==> src/rtl/simon_game_fsm_if.sv <==
`default_nettype none
// ============================================================================
//  Module      : simon_game_fsm_if
//  Description : Signal bundle between the Simon game controller and its
//                environment (start/button inputs, shared random-number bus,
//                display and status outputs).
//  Ports       : none (signal container)
//                start, btn[3:0], bus_in[7:0]          -> controller
//                bus_oe, led[3:0], score[7:0],
//                busy, game_over, win                  <- controller
//  Modports    : master - environment side (drives start/btn/bus_in)
//                slave  - controller side (drives display/status)
//  Revision    : 1.0 - initial release
// ============================================================================
interface simon_game_fsm_if;
  logic       start;
  logic [3:0] btn;
  logic [7:0] bus_in;
  logic       bus_oe;
  logic [3:0] led;
  logic [7:0] score;
  logic       busy;
  logic       game_over;
  logic       win;

  modport master (
    output start, btn, bus_in,
    input  bus_oe, led, score, busy, game_over, win
  );

  modport slave (
    input  start, btn, bus_in,
    output bus_oe, led, score, busy, game_over, win
  );
endinterface
`default_nettype wire

==> src/rtl/simon_game_fsm.sv <==
`default_nettype none
// ============================================================================
//  Module      : simon_game_fsm
//  Description : Simon memory game controller. Each round appends one random
//                colour (sampled from a shared bus during a one-cycle GEN
//                state), replays the whole sequence on the LEDs, then checks
//                the player's button presses against it.
//  Parameters  : MAX_LEN        - rounds needed to win (1..16)
//                TONE_CYCLES    - cycles each colour is lit
//                GAP_CYCLES     - dark cycles after each colour
//                TIMEOUT_CYCLES - player inactivity limit (timeout build only)
//  Ports       : clk   - clock, rising edge
//                rst_n - asynchronous active-low reset
//                sif   - simon_game_fsm_if.slave:
//                        start, btn[3:0], bus_in[7:0] (in)
//                        bus_oe, led[3:0], score[7:0], busy, game_over, win
//  Options     : define SIMON_TIMEOUT_EN to lose after TIMEOUT_CYCLES
//                consecutive cycles without a press while awaiting input.
//  Revision    : 1.0 - initial release
// ============================================================================
module simon_game_fsm #(
  parameter int MAX_LEN        = 16,
  parameter int TONE_CYCLES    = 8,
  parameter int GAP_CYCLES     = 4,
  parameter int TIMEOUT_CYCLES = 255
) (
  input  logic             clk,
  input  logic             rst_n,
  simon_game_fsm_if.slave  sif
);

  localparam int LEN_W = $clog2(MAX_LEN + 1);
  localparam int IDX_W = (MAX_LEN > 1) ? $clog2(MAX_LEN) : 1;
  localparam int CNT_W = 16;

  localparam logic [2:0] S_IDLE     = 3'd0;
  localparam logic [2:0] S_GEN      = 3'd1;
  localparam logic [2:0] S_SHOW_ON  = 3'd2;
  localparam logic [2:0] S_SHOW_OFF = 3'd3;
  localparam logic [2:0] S_WAIT_IN  = 3'd4;
  localparam logic [2:0] S_WIN      = 3'd5;
  localparam logic [2:0] S_LOSE     = 3'd6;

  function automatic logic [3:0] f_onehot(input logic [1:0] col);
    f_onehot = 4'b0001 << col;
  endfunction

  logic [2:0]       r_state;
  logic [1:0]       r_seq [MAX_LEN];
  logic [LEN_W-1:0] r_len;
  logic [IDX_W-1:0] r_idx;
  logic [CNT_W-1:0] r_cnt;
  logic [3:0]       r_btn_prev;
  logic             r_bus_oe;
  logic [3:0]       r_led;
  logic [7:0]       r_score;
  logic             r_busy;
  logic             r_game_over;
  logic             r_win;

  logic [2:0]       w_state_nxt;
  logic [LEN_W-1:0] w_len_nxt;
  logic [IDX_W-1:0] w_idx_nxt;
  logic [CNT_W-1:0] w_cnt_nxt;
  logic [7:0]       w_score_nxt;
  logic             w_seq_we;
  logic [3:0]       w_edge;
  logic [3:0]       w_exp_oh;
  logic             w_last;
  logic [1:0]       w_show_col;
  logic [3:0]       w_led_nxt;
  logic             w_unused;

`ifdef SIMON_TIMEOUT_EN
  logic [CNT_W-1:0] r_to_cnt;
  logic [CNT_W-1:0] w_to_nxt;
`endif

  // Upper bus bits carry nothing the game needs.
  assign w_unused = ^{sif.bus_in[7:2], 1'(TIMEOUT_CYCLES)};

  assign w_edge   = sif.btn & ~r_btn_prev;
  assign w_exp_oh = f_onehot(r_seq[r_idx]);
  // Current index is the final element of the stored sequence.
  assign w_last   = (LEN_W'(r_idx) + LEN_W'(1)) >= r_len;

  always_comb begin
    w_state_nxt = r_state;
    w_len_nxt   = r_len;
    w_idx_nxt   = r_idx;
    w_cnt_nxt   = r_cnt;
    w_score_nxt = r_score;
    w_seq_we    = 1'b0;
`ifdef SIMON_TIMEOUT_EN
    w_to_nxt    = r_to_cnt;
`endif
    case (r_state)
      S_IDLE, S_WIN, S_LOSE: begin
        if (sif.start) begin
          w_state_nxt = S_GEN;
          w_len_nxt   = '0;
          w_score_nxt = '0;
        end
      end
      S_GEN: begin
        w_seq_we    = 1'b1;
        w_len_nxt   = r_len + LEN_W'(1);
        w_idx_nxt   = '0;
        w_cnt_nxt   = '0;
        w_state_nxt = S_SHOW_ON;
      end
      S_SHOW_ON: begin
        if (r_cnt == CNT_W'(TONE_CYCLES - 1)) begin
          w_cnt_nxt   = '0;
          w_state_nxt = S_SHOW_OFF;
        end else begin
          w_cnt_nxt = r_cnt + CNT_W'(1);
        end
      end
      S_SHOW_OFF: begin
        if (r_cnt == CNT_W'(GAP_CYCLES - 1)) begin
          w_cnt_nxt = '0;
          if (!w_last) begin
            w_idx_nxt   = r_idx + IDX_W'(1);
            w_state_nxt = S_SHOW_ON;
          end else begin
            w_idx_nxt   = '0;
            w_state_nxt = S_WAIT_IN;
`ifdef SIMON_TIMEOUT_EN
            w_to_nxt    = '0;
`endif
          end
        end else begin
          w_cnt_nxt = r_cnt + CNT_W'(1);
        end
      end
      S_WAIT_IN: begin
        if (w_edge != 4'b0000) begin
`ifdef SIMON_TIMEOUT_EN
          w_to_nxt = '0;
`endif
          // A multi-bit edge can never equal a one-hot colour, so it loses.
          if (w_edge == w_exp_oh) begin
            if (!w_last) begin
              w_idx_nxt = r_idx + IDX_W'(1);
            end else begin
              w_score_nxt = 8'(r_len);
              w_state_nxt = (r_len == LEN_W'(MAX_LEN)) ? S_WIN : S_GEN;
            end
          end else begin
            w_state_nxt = S_LOSE;
          end
        end
`ifdef SIMON_TIMEOUT_EN
        else if (r_to_cnt == CNT_W'(TIMEOUT_CYCLES - 1)) begin
          w_state_nxt = S_LOSE;
        end else begin
          w_to_nxt = r_to_cnt + CNT_W'(1);
        end
`endif
      end
      default: w_state_nxt = S_IDLE;
    endcase
  end

  // Colour shown next cycle; the GEN write is bypassed so the new element
  // is visible on the very first SHOW_ON cycle.
  always_comb begin
    w_show_col = r_seq[w_idx_nxt];
    if (w_seq_we && (IDX_W'(r_len) == w_idx_nxt)) begin
      w_show_col = sif.bus_in[1:0];
    end
    case (w_state_nxt)
      S_SHOW_ON, S_LOSE: w_led_nxt = f_onehot(w_show_col);
      S_WIN:             w_led_nxt = 4'b1111;
      default:           w_led_nxt = 4'b0000;
    endcase
  end

  always_ff @(posedge clk or negedge rst_n) begin
    if (!rst_n) begin
      for (int i = 0; i < MAX_LEN; i++) begin
        r_seq[i] <= '0;
      end
    end else if (w_seq_we) begin
      r_seq[IDX_W'(r_len)] <= sif.bus_in[1:0];
    end
  end

  // Outputs are registered from the next-state view so they line up
  // exactly with the state they describe.
  always_ff @(posedge clk or negedge rst_n) begin
    if (!rst_n) begin
      r_state     <= S_IDLE;
      r_len       <= '0;
      r_idx       <= '0;
      r_cnt       <= '0;
      r_btn_prev  <= '0;
      r_bus_oe    <= 1'b0;
      r_led       <= '0;
      r_score     <= '0;
      r_busy      <= 1'b0;
      r_game_over <= 1'b0;
      r_win       <= 1'b0;
    end else begin
      r_state     <= w_state_nxt;
      r_len       <= w_len_nxt;
      r_idx       <= w_idx_nxt;
      r_cnt       <= w_cnt_nxt;
      // Edge history restarts on entry to input collection.
      r_btn_prev  <= (w_state_nxt == S_WAIT_IN && r_state != S_WAIT_IN) ? 4'b0000 : sif.btn;
      r_bus_oe    <= (w_state_nxt == S_GEN);
      r_led       <= w_led_nxt;
      r_score     <= w_score_nxt;
      r_busy      <= !(w_state_nxt == S_IDLE || w_state_nxt == S_WIN || w_state_nxt == S_LOSE);
      r_game_over <= (w_state_nxt == S_LOSE);
      r_win       <= (w_state_nxt == S_WIN);
    end
  end

`ifdef SIMON_TIMEOUT_EN
  always_ff @(posedge clk or negedge rst_n) begin
    if (!rst_n) begin
      r_to_cnt <= '0;
    end else begin
      r_to_cnt <= w_to_nxt;
    end
  end
`endif

  assign sif.bus_oe    = r_bus_oe;
  assign sif.led       = r_led;
  assign sif.score     = r_score;
  assign sif.busy      = r_busy;
  assign sif.game_over = r_game_over;
  assign sif.win       = r_win;

endmodule
`default_nettype wire

==> src/flat_wrapper.sv <==
// flat-port wrapper written by rule: the top's interface ports become plain ports
module simon_game_fsm_flat 
#(
  parameter int MAX_LEN        = 16,
  parameter int TONE_CYCLES    = 8,
  parameter int GAP_CYCLES     = 4,
  parameter int TIMEOUT_CYCLES = 255
)
  (clk, rst_n, sif_start, sif_btn, sif_bus_in, sif_bus_oe, sif_led, sif_score, sif_busy, sif_game_over, sif_win);
  simon_game_fsm_if sif_i ();
  input  logic clk;
  input  logic rst_n;
  input wire logic [$bits(sif_i.start)-1:0] sif_start;
  input wire logic [$bits(sif_i.btn)-1:0] sif_btn;
  input wire logic [$bits(sif_i.bus_in)-1:0] sif_bus_in;
  output wire logic [$bits(sif_i.bus_oe)-1:0] sif_bus_oe;
  output wire logic [$bits(sif_i.led)-1:0] sif_led;
  output wire logic [$bits(sif_i.score)-1:0] sif_score;
  output wire logic [$bits(sif_i.busy)-1:0] sif_busy;
  output wire logic [$bits(sif_i.game_over)-1:0] sif_game_over;
  output wire logic [$bits(sif_i.win)-1:0] sif_win;
  assign sif_i.start = sif_start;
  assign sif_i.btn = sif_btn;
  assign sif_i.bus_in = sif_bus_in;
  assign sif_bus_oe = sif_i.bus_oe;
  assign sif_led = sif_i.led;
  assign sif_score = sif_i.score;
  assign sif_busy = sif_i.busy;
  assign sif_game_over = sif_i.game_over;
  assign sif_win = sif_i.win;
  simon_game_fsm #(.MAX_LEN(MAX_LEN), .TONE_CYCLES(TONE_CYCLES), .GAP_CYCLES(GAP_CYCLES), .TIMEOUT_CYCLES(TIMEOUT_CYCLES)) u_core (.clk(clk), .rst_n(rst_n), .sif(sif_i));
endmodule
==> config.mk <==
export PLATFORM = sky130hd
export DESIGN_NAME = simon_game_fsm_flat
export DESIGN_NICKNAME = d
export VERILOG_FILES = /design/src/rtl/simon_game_fsm_if.sv /design/src/rtl/simon_game_fsm.sv /design/src/flat_wrapper.sv
export SDC_FILE = /design/constraint.sdc
export NUM_CORES = 1
export LEC_CHECK = 0
export CORE_AREA = 2 2 108 89
export DETAILED_ROUTE_END_ITERATION = 8
export DIE_AREA = 0 0 110 91
export GPL_TIMING_DRIVEN = 0
export PLACE_DENSITY = 0.81
export REMOVE_ABC_BUFFERS = 1
export SLEW_MARGIN = 20
export SYNTH_ARGS = -nofsm -noshare
export SYNTH_HDL_FRONTEND = slang
export SYNTH_SLANG_ARGS = --single-unit
==> constraint.sdc <==
create_clock -name clk -period 4.9 [get_ports clk]
set_clock_uncertainty 0.2 [all_clocks]
set_input_delay 0.98 -clock clk [delete_from_list [all_inputs] [get_ports clk]]
set_output_delay 0.98 -clock clk [all_outputs]
set_load 0.01 [all_outputs]
==> summary.txt, run 1 <==
antenna viol nets, final: 0
Core Area: 0.00888 mm²
port bufs: 21
pin count of the biggest net entering global routing: 52
gate count of the mapped netlist: 461
asr flop ratio synth: 100%
CTS tree: yes
worst skew pair latency: 0.35 ns
top cells by area, synth: dfrtp_1 (42%), mux2_2 (5.2%), nand2_1 (5.2%)
Leakage: 2.08 nW
reg2reg end: u_core.sif.led[2]
period utilisation layout: 94.8%
total number of H-tree levels: 3
Worst Max-Slew Pin Slew: 0.825 ns
CTS Sinks: 77
DRC viols: 0
hold path depth: 2
Final Power: 2.32 mW
die area: 0.0100 mm²
initial antenna violation count: 0
Req. time, crit path: 4.98 ns
Synth area leader: dfrtp_1
Seq/Total Area, Yosys: 42.4%
final setup vio count: 0
crit path capture type: flip-flop
worst hold path type: flip-flop to flip-flop
peak supply drop: 0.000220 V
Yosys cell types: 63
Setup Total Neg Slack: 0 ns
PwrDens: 462 mW/mm²
layout cell share with drive strength beyond 1: 11.8%
Final HPWL DP: 7.29 mm
Syn Std Cell Area: 0.00455 mm²
Hold Path Origin: u_core.r_seq[18]
DR vias: 3605
first-pass GRT wire length: 16.7 mm
root buffer cell: clkbuf_8
aggregate global routing overflow: 0
outcome: complete, no violations
most frequent cells after synthesis: dfrtp_1 (77), nand2_1 (63), o21ai_0 (38)
Slew Limit Headroom: 44.4%
warning count from the yosys run: 0
CTS buffer count: 9
Detailed Routing Iterations Pass 1: 5
Row Count: 31
Arr. time, crit path: 4.73 ns
Layout area overhead: 10.3%
top-count cell post-synth: dfrtp_1
Top FF cell, synth: dfrtp_1
Diodes inserted: 0
slowest cell delay on critical path: 0.62 ns
RSZ-0062 raised after global routing: false
Fmax: 0.215 GHz
Die Wd: 110 µm
critical-path cell list: ha_1 -> and3_1 -> ha_1 -> nand2_1 -> o21ai_1 -> inv_1 -> ha_1 -> a32oi_1 -> o22ai_1 -> a31oi_2 -> nand3_4 -> buf_4 -> mux2i_1 -> mux2i_1 -> a211o_1 -> a31oi_2 -> a31o_1
EDFF count, synth: 0
CP Max Fanout: 19
max-slew violation count: 0
worst r2r src: u_core.r_idx[0]
WL final: 10.0 mm
Crit-path slowest cell: dfrtp_4
reg2reg setup slack: 0.26 ns
CTS Buffer Depth: 2
vias in the first global route: 3359
gpl congestion: 0.906
Initial Util: 51.2%
DIE HEIGHT: 91 µm
routed len/inst: 16.8 µm
average size of a mapped cell: 9.86 µm²
reg2reg path depth: 17
First DRT Iteration DRCs: 306
Top-Level Pins: 31
Final Critical Period: 4.64 ns
post-synthesis register bit count: 77
most used cell, CP: ha_1
Synth top area share: 42.4%
routed vias/inst: 6.04
Worst setup SP type: flip-flop
hold buffer count at CTS: 0
Post-layout nets: 506
Worst Hold Path EP: u_core.r_seq[18]
kind of critical path: flip-flop to flip-flop
final-report hold violation count: 0
Worst-path clk slew: 0.07 ns
Max Cap Viol: 0
gr usage total: 21.3%
[worst max-delay path by stage]
stage | from | endpoint | cells after the start
floorplan | u_core.r_idx[0] | u_core.sif.led[2] | 16
CTS | u_core.r_idx[0] | u_core.sif.led[2] | 16
detailed placement | u_core.r_idx[0] | u_core.sif.led[3] | 16
global placement | u_core.r_idx[0] | u_core.sif.led[2] | 16
global route | u_core.r_idx[0] | u_core.sif.led[3] | 17
finish | u_core.r_idx[0] | u_core.sif.led[2] | 17
[layer usage]
layer | share of wire [%] | vias to the layer above | GRT usage (%)
li1 | - | 1693 | -
met1 | 47 | 1770 | 31.0
met2 | 44 | 125 | 31.4
met3 | 7.0 | 17 | 4.81
met4 | 1.5 | 0 | 6.96
met5 | 0 | - | 0
[metrics by stage]
| step | worst slack, ns | instance area (µm²) | utilization (%) | cells | hold WS [ns] |
|---|---|---|---|---|---|
| finish | 0.257 | 5020 | 56.5 | 597 | 0.307 |
| global route | 0.113 | 5020 | 56.5 | 597 | 0.332 |
| CTS | 0.0261 | 4980 | 56.1 | 595 | 0.308 |
| floorplan | 0.617 | 4440 | - | 444 | 0.256 |
| global placement | -0.126 | 4800 | 54.0 | 580 | 0.279 |
| detailed placement | -0.275 | 4830 | 54.3 | 581 | 0.292 |
[critical path: cells and delay by family (launching register included)]
family,cells,cell delay (ns)
flip-flops,1,0.62
buffers and inverters,2,0.41
adder cells (fa/ha/maj),3,0.83
multiplexers,2,0.27
AO/OA/AOI/OAI,7,1.80
AND/OR/NAND/NOR,3,0.44
[report_power, final]
part           internal [mW]  switching (mW)
registers              0.762           0.165
clock network          0.176           0.215
logic                  0.446           0.555
total                   1.38           0.935
[layout make-up]
| cell class | count | area, µm² |
|---|---|---|
| fillers | 793 | 3860 |
| flip-flops and latches | 77 | 1930 |
| clock inverters | 3 | 15.0 |
| repair buffers | 24 | 263 |
| clock buffers | 11 | 131 |
| inverters | 21 | 78.8 |
| multi-input cells | 346 | 2450 |
| well taps | 115 | 144 |
[state kept, by name (all words and copies together) (netlist names)]
register	flops
u_core.sif.bus_oe	1
u_core.sif.score	5
u_core.r_idx	4
u_core.sif.led	4
u_core.r_btn_prev	4
u_core.sif.game_over	1
u_core.r_seq	32
u_core.r_len	5
u_core.r_cnt	16
u_core.sif.win	1
u_core.sif.busy	1
u_core.r_state	3
[placed cells by master (no fill, tap or decap), types with 4 or more instances in the layout]
cell type and n:
a21oi_1 9, and2_1 9, clkbuf_8 9, clkdlybuf4s50_1 20, dfrtp_1 75, ha_1 12, inv_1 21, mux2_2 21
mux2i_1 19, mux4_1 5, nand2_1 63, nand2b_1 4, nand3_1 20, nand4_1 11, nor2_1 29, nor2b_1 6
nor3_1 5, o211ai_1 6, o21a_1 5, o21ai_0 37, o31ai_1 6, xnor2_1 9, xor2_1 8
[kinds of logic (layout without fill, tap and decap cells)]
logic type | Yosys count | count (layout) | share of synthesized area (%)
buf+inv | 40 | 59 | 4.18
mux | 47 | 47 | 13.3
simple gates | 166 | 166 | 18.0
flops | 77 | 77 | 42.4
fa+ha+maj | 12 | 12 | 3.30
compound gates | 101 | 101 | 15.5
xor+xnor | 17 | 17 | 3.27
other cells | 1 | 3 | 0.0825
[repair_timing]
action | 4_1_cts | 5_1_grt
endpoints found under the setup margin | 6 | 4
buffers inserted | 0 | 2
pin swaps | 0 | 1
resized for setup | 3 | 2
(Power assumes the default switching activity.)
==> run 2, diff against run 1 <==
Settings changed: SLEW_MARGIN 20 to 5.
==> summary.txt, run 2 (synthesis results as in run 1) <==
worst skew pair latency: 0.36 ns (about the same)
Final Critical Period: 4.59 ns (-0.0524 ns)
First DRT Iteration DRCs: 304 (-0.65%)
root buffer cell: clkbuf_8
reg2reg setup slack: 0.31 ns (+0.05 ns)
Detailed Routing Iterations Pass 1: 5 (unchanged)
kind of critical path: flip-flop to flip-flop
RSZ-0062 raised after global routing: false
Max Cap Viol: 0 (unchanged)
peak supply drop: 0.000210 V (-4.7%)
pre-CTS setup slack: -0.261 ns (+0.0135 ns)
register area: 0.00193 mm² (unchanged)
outcome: complete, no violations
# fillers: 762 (-3.9%)
Slew Limit Headroom: 14.5% (-30 points)
gpl congestion: 0.906 (unchanged)
most frequent cells in the layout: dfrtp_1 (75), nand2_1 (63), o21ai_0 (37)
Layout area overhead: 11.9%
commonest non-fill, non-tap cell in the layout: dfrtp_1
Final HPWL DP: 7.26 mm (-0.42%)
reg2reg end: u_core.sif.led[2]
CP Max Fanout: 19 (unchanged)
pin count of the biggest net entering global routing: 52 (unchanged)
final worst slack: 0.309 ns (+0.0524 ns)
Post-layout nets: 504 (-0.40%)
Diodes inserted: 0 (unchanged)
DIE HEIGHT: 91 µm (unchanged)
Critical path destination: u_core.sif.led[2]
Req. time, crit path: 4.99 ns (about the same)
CTS tree: yes
vias in the first global route: 3479 (+3.6%)
Initial Util: 51.2% (unchanged)
Top-Level Pins: 31 (unchanged)
antenna viol nets, final: 0 (unchanged)
total number of H-tree levels: 3 (unchanged)
crit path capture type: flip-flop
crit path launch: u_core.r_idx[0]
max-slew violation count: 0 (unchanged)
first-pass GRT wire length: 17.3 mm (+3.9%)
CTS Buffer Depth: 2 (unchanged)
initial antenna violation count: 0 (unchanged)
WL final: 10.4 mm (+3.4%)
final-report hold violation count: 0 (unchanged)
layout cell share with drive strength beyond 1: 12.1% (+0.23 points)
Reg with most FFs: u_core.r_seq
gr usage total: 22.2% (+0.88 points)
biggest regs: u_core.r_seq x32, u_core.r_cnt x16
die area: 0.0100 mm² (unchanged)
max reg flops: 32 (unchanged)
period utilisation layout: 93.7% (-1.1 points)
hold buffer count at CTS: 0 (unchanged)
routed len/inst: 17.4 µm (+3.6%)
aggregate global routing overflow: 0 (unchanged)
worst hold path type: flip-flop to flip-flop
routed vias/inst: 6.11 (+1.1%)
Worst-path clk slew: 0.08 ns (about the same)
CTS Sinks: 77 (unchanged)
hold slack: 0.307 ns (-0.000676 ns)
Core Area: 0.00888 mm² (unchanged)
Worst setup SP type: flip-flop
post-CTS setup buffers: 0 (unchanged)
Row Count: 31 (unchanged)
Arr. time, crit path: 4.68 ns (-0.05 ns)
footprint of the multi-input gates: 0.00245 mm² (about the same)
reg2reg path depth: 16 (-1)
Die Wd: 110 µm (unchanged)
final setup vio count: 0 (unchanged)
Worst Max-Slew Pin Slew: 1.27 ns (+0.448 ns)
Fmax: 0.218 GHz (+1.1%)
PwrDens: 494 mW/mm² (+7.0%)
worst r2r src: u_core.r_idx[0]
port bufs: 21 (unchanged)
Leakage: 2.11 nW (+1.4%)
DR vias: 3639 (+0.94%)
CTS buffer count: 9 (unchanged)
DRC viols: 0 (unchanged)
==> run 2: cell count changes in the layout (fill, tap and decap cells not counted), sizes merged <==
cell	delta
buf	-2
clkinv	-2
bufinv	+3
==> run 2: layer usage <==
layer / part of all wire, % / GRT usage (%)
met1: 47 / 31.6
met2: 45 / 32.7
met3: 6.5 / 5.60
met4: 1.6 / 7.91
met5: 0 / 0
==> run 2: how the worst min path moves through the flow <==
stage                          start          endpoint  slack [ns]  depth (start not counted)
global route        u_core.r_seq[24]  u_core.r_seq[24]        0.33                          2
detailed placement  u_core.r_seq[18]  u_core.r_seq[18]        0.29                          2
floorplan           u_core.r_seq[30]  u_core.r_seq[30]        0.26                          2
finish              u_core.r_seq[18]  u_core.r_seq[18]        0.31                          2
CTS                 u_core.r_seq[18]  u_core.r_seq[18]        0.31                          2
global placement     u_core.r_seq[8]   u_core.r_seq[8]        0.28                          2
==> run 2: final cells by class <==
| type | count | area share, % |
|---|---|---|
| tap | 115 | 2.83 |
| clock buffer | 11 | 2.98 |
| multi-input combinational | 346 | 48.2 |
| inverter | 21 | 1.55 |
| timing repair buffer | 22 | 4.62 |
| clock inverter | 4 | 1.87 |
| sequential | 77 | 38.0 |
==> run 2: repair_timing <==
action	4_1_cts	5_1_grt
cloned	0	0
resized for setup	4	3
endpoints found under the setup margin	6	5
==> run 2: power by group <==
group | switching [mW] | internal [mW] | leakage (nW) | total, mW
Clock | 0.233 | 0.363 | 0.125 | 0.595
Combinational | 0.558 | 0.432 | 1.07 | 0.990
Sequential | 0.169 | 0.761 | 0.913 | 0.930
Total | 0.959 | 1.56 | 2.11 | 2.52
==> run 2: metrics by stage <==
stage                     power (mW)  TNS, ns  util (%)  std cells  area [µm²]
after floorplan                 1.57        0         -        444        4440
after global placement          1.84   -0.446      54.0        580        4800
after detailed placement        1.89    -1.14      54.3        581        4820
after CTS                       2.50        0      57.2        596        5080
after global routing            2.67        0      57.3        596        5090
final                           2.52        0      57.3        596        5090
==> run 2: worst max-delay path, stage by stage (launching register included) <==
cell and delay [ns]:
dfrtp_4 0.62, ha_1 0.39, ha_1 0.30, a21o_1 0.12, a21oi_1 0.11, o21ai_2 0.24
inv_1 0.18, ha_1 0.21, a32oi_1 0.17, o22ai_1 0.13, a31oi_2 0.32, nand3_4 0.28
a211oi_1 0.31, a211oi_1 0.09, a211o_1 0.31, a31oi_2 0.32, a31o_1 0.20
==> run 3, diff against run 2 <==
Settings changed: SLEW_MARGIN 5 to default.
==> results of run 3 <==
The final DEF is identical to that of run 2; final timing and power are the same.
